`src/rtl/tensor_core_host_sequencer.sv`:
```
// rtl/tensor_core_host_sequencer.sv - host command sequencer for the tensor core controller
// Serialises write/operate/read/reset commands into the DDR instruction stream and collects burst-read results.
module tensor_core_host_sequencer #(
  parameter int          OPERATE_WAIT_CYCLES = 6,
  parameter logic [15:0] IDLE_INSTRUCTION    = 16'h0000
) (
  input  logic         clock_in,
  input  logic         reset_in,
  input  logic         cmd_valid_in,
  output logic         cmd_ready_out,
  input  logic [1:0]   cmd_op_in,
  input  logic [2:0]   cmd_opselect_in,
  input  logic [143:0] write_matrices_in,
  output logic [15:0]  instruction_out,
  input  logic [7:0]   controller_data_in,
  output logic [71:0]  read_data_out,
  output logic         read_valid_out,
  output logic         busy_out
);

  typedef enum logic [3:0] {
    IDLE, W_HDR, W_DATA, OP_ISSUE, OP_WAIT, R_HDR, R_DATA, RST, R_DONE
  } state_t;

  state_t          state;
  logic [159:0]    mat_q;
  logic [2:0]      grp;
  logic [7:0]      wait_cnt;
  logic [15:0]     instr_q;
  logic [15:0]     lo_q;
  logic            pos_q;
  logic            neg_q;
  logic [4:0][7:0] shadow_even;
  logic [3:0][7:0] shadow_odd;
  logic [4:0]      next_k;

  // Bytes 18/19 live in the zero pad above the snapshot, so group 4 needs no special case.
  function automatic logic [15:0] word_at(input logic [159:0] m, input logic [4:0] k);
    logic [7:0] b;
    b = {k, 3'b000};
    return {m[b +: 8], m[b + 8'd8 +: 8]};
  endfunction

  assign next_k          = {grp + 3'd1, 2'b00};
  assign cmd_ready_out   = (state == IDLE);
  assign busy_out        = ~cmd_ready_out;
  // Low phase is flagged when the negedge flag has diverged from the posedge flag.
  assign instruction_out = (pos_q ^ neg_q) ? lo_q : instr_q;

  always_ff @(posedge clock_in or negedge reset_in) begin
    if (!reset_in) begin
      state          <= IDLE;
      mat_q          <= '0;
      grp            <= '0;
      wait_cnt       <= '0;
      instr_q        <= IDLE_INSTRUCTION;
      lo_q           <= IDLE_INSTRUCTION;
      pos_q          <= 1'b0;
      shadow_odd     <= '0;
      read_data_out  <= '0;
      read_valid_out <= 1'b0;
    end else begin
      pos_q          <= neg_q;
      read_valid_out <= 1'b0;
      case (state)
        IDLE: begin
          instr_q <= IDLE_INSTRUCTION;
          if (cmd_valid_in) begin
            mat_q <= {16'h0000, write_matrices_in};
            case (cmd_op_in)
              2'd0: begin state <= W_HDR;    instr_q <= 16'h0007; end
              2'd1: begin state <= OP_ISSUE; instr_q <= {11'b0, cmd_opselect_in, 2'b10}; end
              2'd2: begin state <= R_HDR;    instr_q <= 16'h0003; end
              default: begin state <= RST;   instr_q <= 16'h000C; end
            endcase
          end
        end
        W_HDR: begin
          state   <= W_DATA;
          grp     <= 3'd0;
          instr_q <= word_at(mat_q, 5'd0);
          lo_q    <= word_at(mat_q, 5'd2);
        end
        W_DATA: begin
          if (grp == 3'd4) begin
            state   <= IDLE;
            instr_q <= IDLE_INSTRUCTION;
            lo_q    <= IDLE_INSTRUCTION;
          end else begin
            grp     <= grp + 3'd1;
            instr_q <= word_at(mat_q, next_k);
            lo_q    <= word_at(mat_q, next_k + 5'd2);
          end
        end
        OP_ISSUE: begin
          state    <= OP_WAIT;
          instr_q  <= IDLE_INSTRUCTION;
          wait_cnt <= '0;
        end
        OP_WAIT: begin
          instr_q <= IDLE_INSTRUCTION;
          if (wait_cnt == 8'(OPERATE_WAIT_CYCLES - 1)) state <= IDLE;
          else wait_cnt <= wait_cnt + 8'd1;
        end
        R_HDR: begin
          state   <= R_DATA;
          grp     <= 3'd0;
          instr_q <= IDLE_INSTRUCTION;
        end
        R_DATA: begin
          // Group 4's low-phase byte is the controller wrapping to element 0; drop it.
          if (grp != 3'd4) shadow_odd[grp[1:0]] <= controller_data_in;
          if (grp == 3'd4) state <= R_DONE;
          else grp <= grp + 3'd1;
        end
        R_DONE: begin
          for (int g = 0; g < 4; g++) begin
            read_data_out[16*g +: 8]     <= shadow_even[g];
            read_data_out[16*g + 8 +: 8] <= shadow_odd[g];
          end
          read_data_out[64 +: 8] <= shadow_even[4];
          read_valid_out         <= 1'b1;
          state                  <= IDLE;
        end
        RST: begin
          state   <= IDLE;
          instr_q <= IDLE_INSTRUCTION;
        end
        default: begin
          state   <= IDLE;
          instr_q <= IDLE_INSTRUCTION;
        end
      endcase
    end
  end

  always_ff @(negedge clock_in or negedge reset_in) begin
    if (!reset_in) begin
      neg_q       <= 1'b0;
      shadow_even <= '0;
    end else begin
      if (state == W_DATA) neg_q <= ~pos_q;
      if (state == R_DATA) shadow_even[grp] <= controller_data_in;
    end
  end

endmodule

```
`config.mk`:
```
export PLATFORM = sky130hd
export DESIGN_NAME = tensor_core_host_sequencer
export DESIGN_NICKNAME = d
export VERILOG_FILES = /design/src/rtl/tensor_core_host_sequencer.sv
export SDC_FILE = /design/constraint.sdc
export NUM_CORES = 1
export LEC_CHECK = 0
export ABC_AREA = 1
export CAP_MARGIN = 20
export CORE_MARGIN = 5
export CORE_UTILIZATION = 40
export CTS_CLUSTER_DIAMETER = 60
export DETAILED_ROUTE_END_ITERATION = 10
export PLACE_DENSITY = 0.65
export SLEW_MARGIN = 0
export SYNTH_ARGS = -nofsm -noshare
export SYNTH_HDL_FRONTEND = slang
export SYNTH_SLANG_ARGS = --single-unit
```
`constraint.sdc`:
```
create_clock -name clock_in -period 6.07 [get_ports clock_in]
set_input_delay 0.607 -clock clock_in [delete_from_list [all_inputs] [get_ports clock_in]]
set_output_delay 0.607 -clock clock_in [all_outputs]
set_load 0.1 [all_outputs]
```
Word-level counts from Yosys, hierarchy flattened
Index checks and enable logic that the tools add are counted.
{"block": "totals", "latch_bits": 0, "romBits": 0, "ramBits": 0, "input_bits": 160, "register_bits": 338, "elab_cells": 92, "mem_count": 0, "output_inout_bits": 91}
{"block": "op_classes", "mux": 24, "n_reduce_logical": 15, "shifts": 4, "n_div": 0, "n_lt_le_gt_ge": 4, "eq_ne": 18, "n_addsub": 5, "multipliers": 0, "n_bitwise": 3}
{"cell": "$shiftx 160x9->8", "n": 4}
{"cell": "$pmux 16 s4", "n": 1}
{"cell": "$mux 16", "n": 3}
{"cell": "$bwmux 40", "n": 1}
{"cell": "$bwmux 32", "n": 1}
{"cell": "$pmux 16 s2", "n": 1}
{"cell": "$pmux 4 s7", "n": 1}
{"cell": "$demux 8 s3", "n": 1}
{"cell": "$mux 8", "n": 3}
{"cell": "$add 8x4->8 const B", "n": 2}
{"cell": "$demux 8 s2", "n": 1}
{"cell": "$mux 4", "n": 4}
{"cell": "$pmux 8 s2", "n": 1}
{"cell": "$pmux 5 s3", "n": 1}
{"cell": "$eq 4x3->1 const B", "n": 3}
{"cell": "$ne 2x2->1 const B", "n": 6}
{"cell": "$pmux 3 s3", "n": 1}
{"cell": "$add 8x1->8 const B", "n": 1}
{"cell": "$eq 4x2->1 const B", "n": 2}
{"cell": "$eq 8x3->1 const B", "n": 1}
{"cell": "$reduce_and 2->1", "n": 4}
{"cell": "$pmux 3 s2", "n": 1}
{"cell": "$reduce_bool 2->1", "n": 3}
{"cell": "$reduce_or 2->1", "n": 3}
{"cell": "other kinds (21)", "n": 23}

Depth between registers and ports, before layout
{"block": "logic_depth", "ltp_word": 6, "depth_mapped": 11, "depth_no_buf": 9}

==> metrics.md <==
| Metric | Value |
|---|---|
| Status | complete, no violations |
| Fin area | around 19000 um2 |
| Leakage | approximately 9 nW |
| Max-Cap Viols | 0 |
| CTS tree | yes |
| Largest family of logic cells by synthesized area | simple AND/OR/NAND/NOR gates |
| CTS Buf Count | 39 |
| Post-CTS Setup Bufs | 0 |
| Setup-failing EPs final | 0 |
| Pre-antenna DRT Iters | 7 |
| Setup TNS | 0 ns |
| Total die area | between 40000 and 50000 um2 |
| Vias per inst | roughly 5 |
| Yosys cell types | 34 |
| Mapped Cells | ~1700 |
| Chip height | around 200 um |
| Met2 WL post-DR | between 15000 and 20000 um |
| First-pass GRT wire length | approximately 68000 um |
| CP Capture Type | primary output |
| Layout area overhead | 28.0% |
| Antenna Nets Post-Route | 0 |
| Total track usage | 0.206 |
| Synthesized net count | between 1500 and 2000 |
| GR Overflow Total | 0 |
| Slew Limit Headroom | 0.270 |
| Root Driver | clkbuf_16 |
| Adder-cell share of the synthesized area | 0.00509 |
| Worst Skew | ~0.021 ns |
| Filler cell count in the final layout | 3425 |
| FP Rows | 70 |
| Dpl cells | about 2400 |
| Post-synthesis mux area share | 0.0122 |
| Final WS setup | approximately 0.51 ns |
| Hold Fails Final Rpt | 0 |
| Crit-path slowest cell | dfrtn_1 |
| Crit path cell chain | xnor2_2 > buf_4 > mux2_1 > buf_12 |
| # resized after CTS | 0 |
| Max FO, Critical Path | 7 |
| Setup CP Type | reg2out |
| Share of cells above drive strength 1 | 0.0675 |
| Worst path max stage delay | 0.48 ns |
| Gp weighted congestion | roughly 0.87 |
| Starting density of the core | 0.404 |
| Layout Nets | between 2000 and 2500 |
| Drt drc | 0 |
| CP Buf/Inv Count | 2 |
| Final Max Slew Viols | 0 |
| Synth warn | 0 |
| Clock transition at the registers of the reported paths | 0.06 ns |
| Final HPWL DP | ~29000 um |
| Vias | 12300 |
| Complex-gate fraction of the synthesized area | 0.129 |
| Initial DRC Count | between 800 and 900 |
| Core area | approximately 37000 um2 |
| WL final | between 40000 and 50000 um |
| FF-to-FF setup slack | around 1.1 ns |
| Startpoint Class | register |
| CP arrival | about 5.0 ns |
| Sequential area share after synthesis | 0.573 |
| Reg area | about 8500 um2 |
| Post-route insts no fill | about 2400 |
| Synthesized area per cell | 8.60 um2 |
| Slew @ Worst Pin | about 1.1 ns |
| IO buf count | 250 |
| Post-synthesis xor/xnor area fraction | 0.00339 |
| H-Tree Depth | 2 |
| Boundary Pins | ~250 |
| Post-place instance area | 17600 um2 |
| Flops & latches, synth | 338 |
| Post-CTS Hold Buffers | 0 |
| RSZ-0062 raised after global routing | false |
| Met3 WL | slightly above 3000 um |
| Top Family by Delay on Critical Path | flip-flops |
| Worst-Skew Late Latency | roughly 0.52 ns |
| Power Dens Cells | 666 nW/um2 |
| Die width | 202 um |
| Max VDD drop | ~710 uV |
| Antenna violations before repair | 9 |
| Met1 wire length | 19100 um |
| Crit path required time | 5.46 ns |
| Multi-input gate area | 5380 um2 |
| Hold Crit Class | in2async |
| Number of global-route vias before repair | 12400 |
| Top sig layer | met5 |
| Pre-CTS setup slack | around 1.0 ns |
| Largest net degree at the start of global routing | 224 |
| Max Root-Sink Buffers | 3 |
| CTS sink cnt | 338 |
| Wirelength per Cell | 17.7 um |
| Synthesized area | 14800 um2 |
| Simple logic cell fraction of the synthesized area | 0.215 |
[cell usage in the layout (no fill, tap or decap), types with 9 or more instances in the layout]
| master | n |
|---|---|
| clkdlybuf4s50_1 | 233 |
| inv_1 | 104 |
| nand4_1 | 18 |
| nand2_1 | 678 |
| o211ai_1 | 28 |
| nor2_1 | 30 |
| o21ai_2 | 9 |
| a21oi_1 | 54 |
| clkbuf_16 | 41 |
| buf_4 | 15 |
| mux2_2 | 11 |
| dfrtp_1 | 296 |
| clkbuf_1 | 14 |
| buf_12 | 17 |
| dfrtn_1 | 41 |
| o21ai_1 | 24 |
| nand3_1 | 41 |
| o21ai_0 | 244 |
[worst register-to-register path, cell delays in order (launching register included)]
cell	delay [ns]
dfrtp_4	0.40
buf_4	0.45
nand4_1	0.60
nand2_1	0.22
o21ai_0	0.10
[path summary, 6_finish.rpt]
check	startpoint	endpoint	cells past startpoint
min in group clock_in	shadow_even[25]$_DFFE_NN0P_	shadow_even[25]$_DFFE_NN0P_	2
worst max register to register	grp[0]$_DFFE_PN0P_	shadow_even[26]$_DFFE_NN0P_	4
max in group asynchronous	reset_in	shadow_even[23]$_DFFE_NN0P_	1
worst min register to register	shadow_even[25]$_DFFE_NN0P_	shadow_even[25]$_DFFE_NN0P_	2
worst min-delay path	reset_in	read_data_out[55]$_DFFE_PN0P_	1
worst max-delay path	neg_q$_DFFE_NN0N_	instruction_out[13]	4
[synth_stat cells]
| cell type | instances | share of area |
|---|---|---|
| nor3b_1 | 2 | 0.0010 |
| nand2_4 | 4 | 0.0031 |
| o211ai_1 | 28 | 0.014 |
| a21oi_1 | 54 | 0.018 |
| xor2_1 | 1 | 0.00059 |
| o21ai_1 | 24 | 0.0081 |
| buf_4 | 18 | 0.0092 |
| o21ai_0 | 244 | 0.083 |
| nor2_1 | 30 | 0.0076 |
| nand3b_1 | 1 | 0.00051 |
| xor2_2 | 1 | 0.0011 |
| ha_1 | 6 | 0.0051 |
| buf_2 | 36 | 0.012 |
| nor3_1 | 4 | 0.0014 |
| buf_6 | 6 | 0.0046 |
| nand2_1 | 679 | 0.17 |
| inv_1 | 105 | 0.027 |
| clkbuf_2 | 1 | 0.00034 |
| dfrtn_1 | 41 | 0.070 |
| buf_1 | 2 | 0.00051 |
| nand4_1 | 18 | 0.0076 |
| dfrtp_1 | 297 | 0.50 |
| inv_2 | 4 | 0.0010 |
| nand2_2 | 2 | 0.00085 |
| clkbuf_1 | 33 | 0.0084 |
| mux2_2 | 11 | 0.0084 |
| mux2_1 | 5 | 0.0038 |
| xnor2_1 | 1 | 0.00059 |
| nand3_1 | 42 | 0.014 |
| xnor2_2 | 1 | 0.0011 |
| or2_2 | 1 | 0.00042 |
| nor2_8 | 1 | 0.0014 |
| o21ai_2 | 9 | 0.0053 |
| nor2_4 | 5 | 0.0038 |
[flip-flops by register name, indices dropped and copies added, names as in the netlist, 3 cells and up]
signal	count
wait_cnt	8
shadow_odd	32
mat_q	144
grp	3
shadow_even	40
read_data_out	72
instr_q	16
lo_q	16
state	4
[metrics by stage]
step	hold WS (ns)	util	total power, W
floorplan	0.311	-	0.00845
global placement	0.427	0.483	0.0102
detailed placement	0.434	0.483	0.0104
CTS	0.129	0.517	0.0127
global route	0.169	0.517	0.0134
finish	0.102	0.517	0.0126
[cell type report]
cell class | count | area share
tap | 468 | 0.0310
inverter | 109 | 0.0217
multi-input combinational | 1174 | 0.285
antenna | 3 | 0.000397
sequential | 338 | 0.448
clock inverter | 12 | 0.00662
timing repair buffer | 266 | 0.148
clock buffer | 58 | 0.0593
[cell families (layout without fill, tap and decap cells)]
family | after synthesis | in the layout
mux | 16 | 16
xor+xnor | 4 | 4
buf+inv | 205 | 445
simple gates | 789 | 789
fa+ha+maj | 6 | 6
other cells | 0 | 3
compound gates | 359 | 359
flops | 338 | 338
[layer usage]
| metal | global-route usage | vias up |
|---|---|---|
| met2 | 0.327 | 392 |
| met5 | 0 | - |
| met1 | 0.285 | 5830 |
| li1 | - | 5959 |
| met3 | 0.0521 | 76 |
| met4 | 0.0543 | 14 |
[report_power, final]
group / total, W / switching [W] / leakage (nW) / internal [W]
logic: 0.00640 / 0.00458 / 4.24 / 0.00182
registers: 0.00391 / 0.000601 / 4.17 / 0.00331
clock network: 0.00228 / 0.000912 / 0.608 / 0.00137
total: 0.0126 / 0.00610 / 9.01 / 0.00649
(Power assumes the default switching activity.)
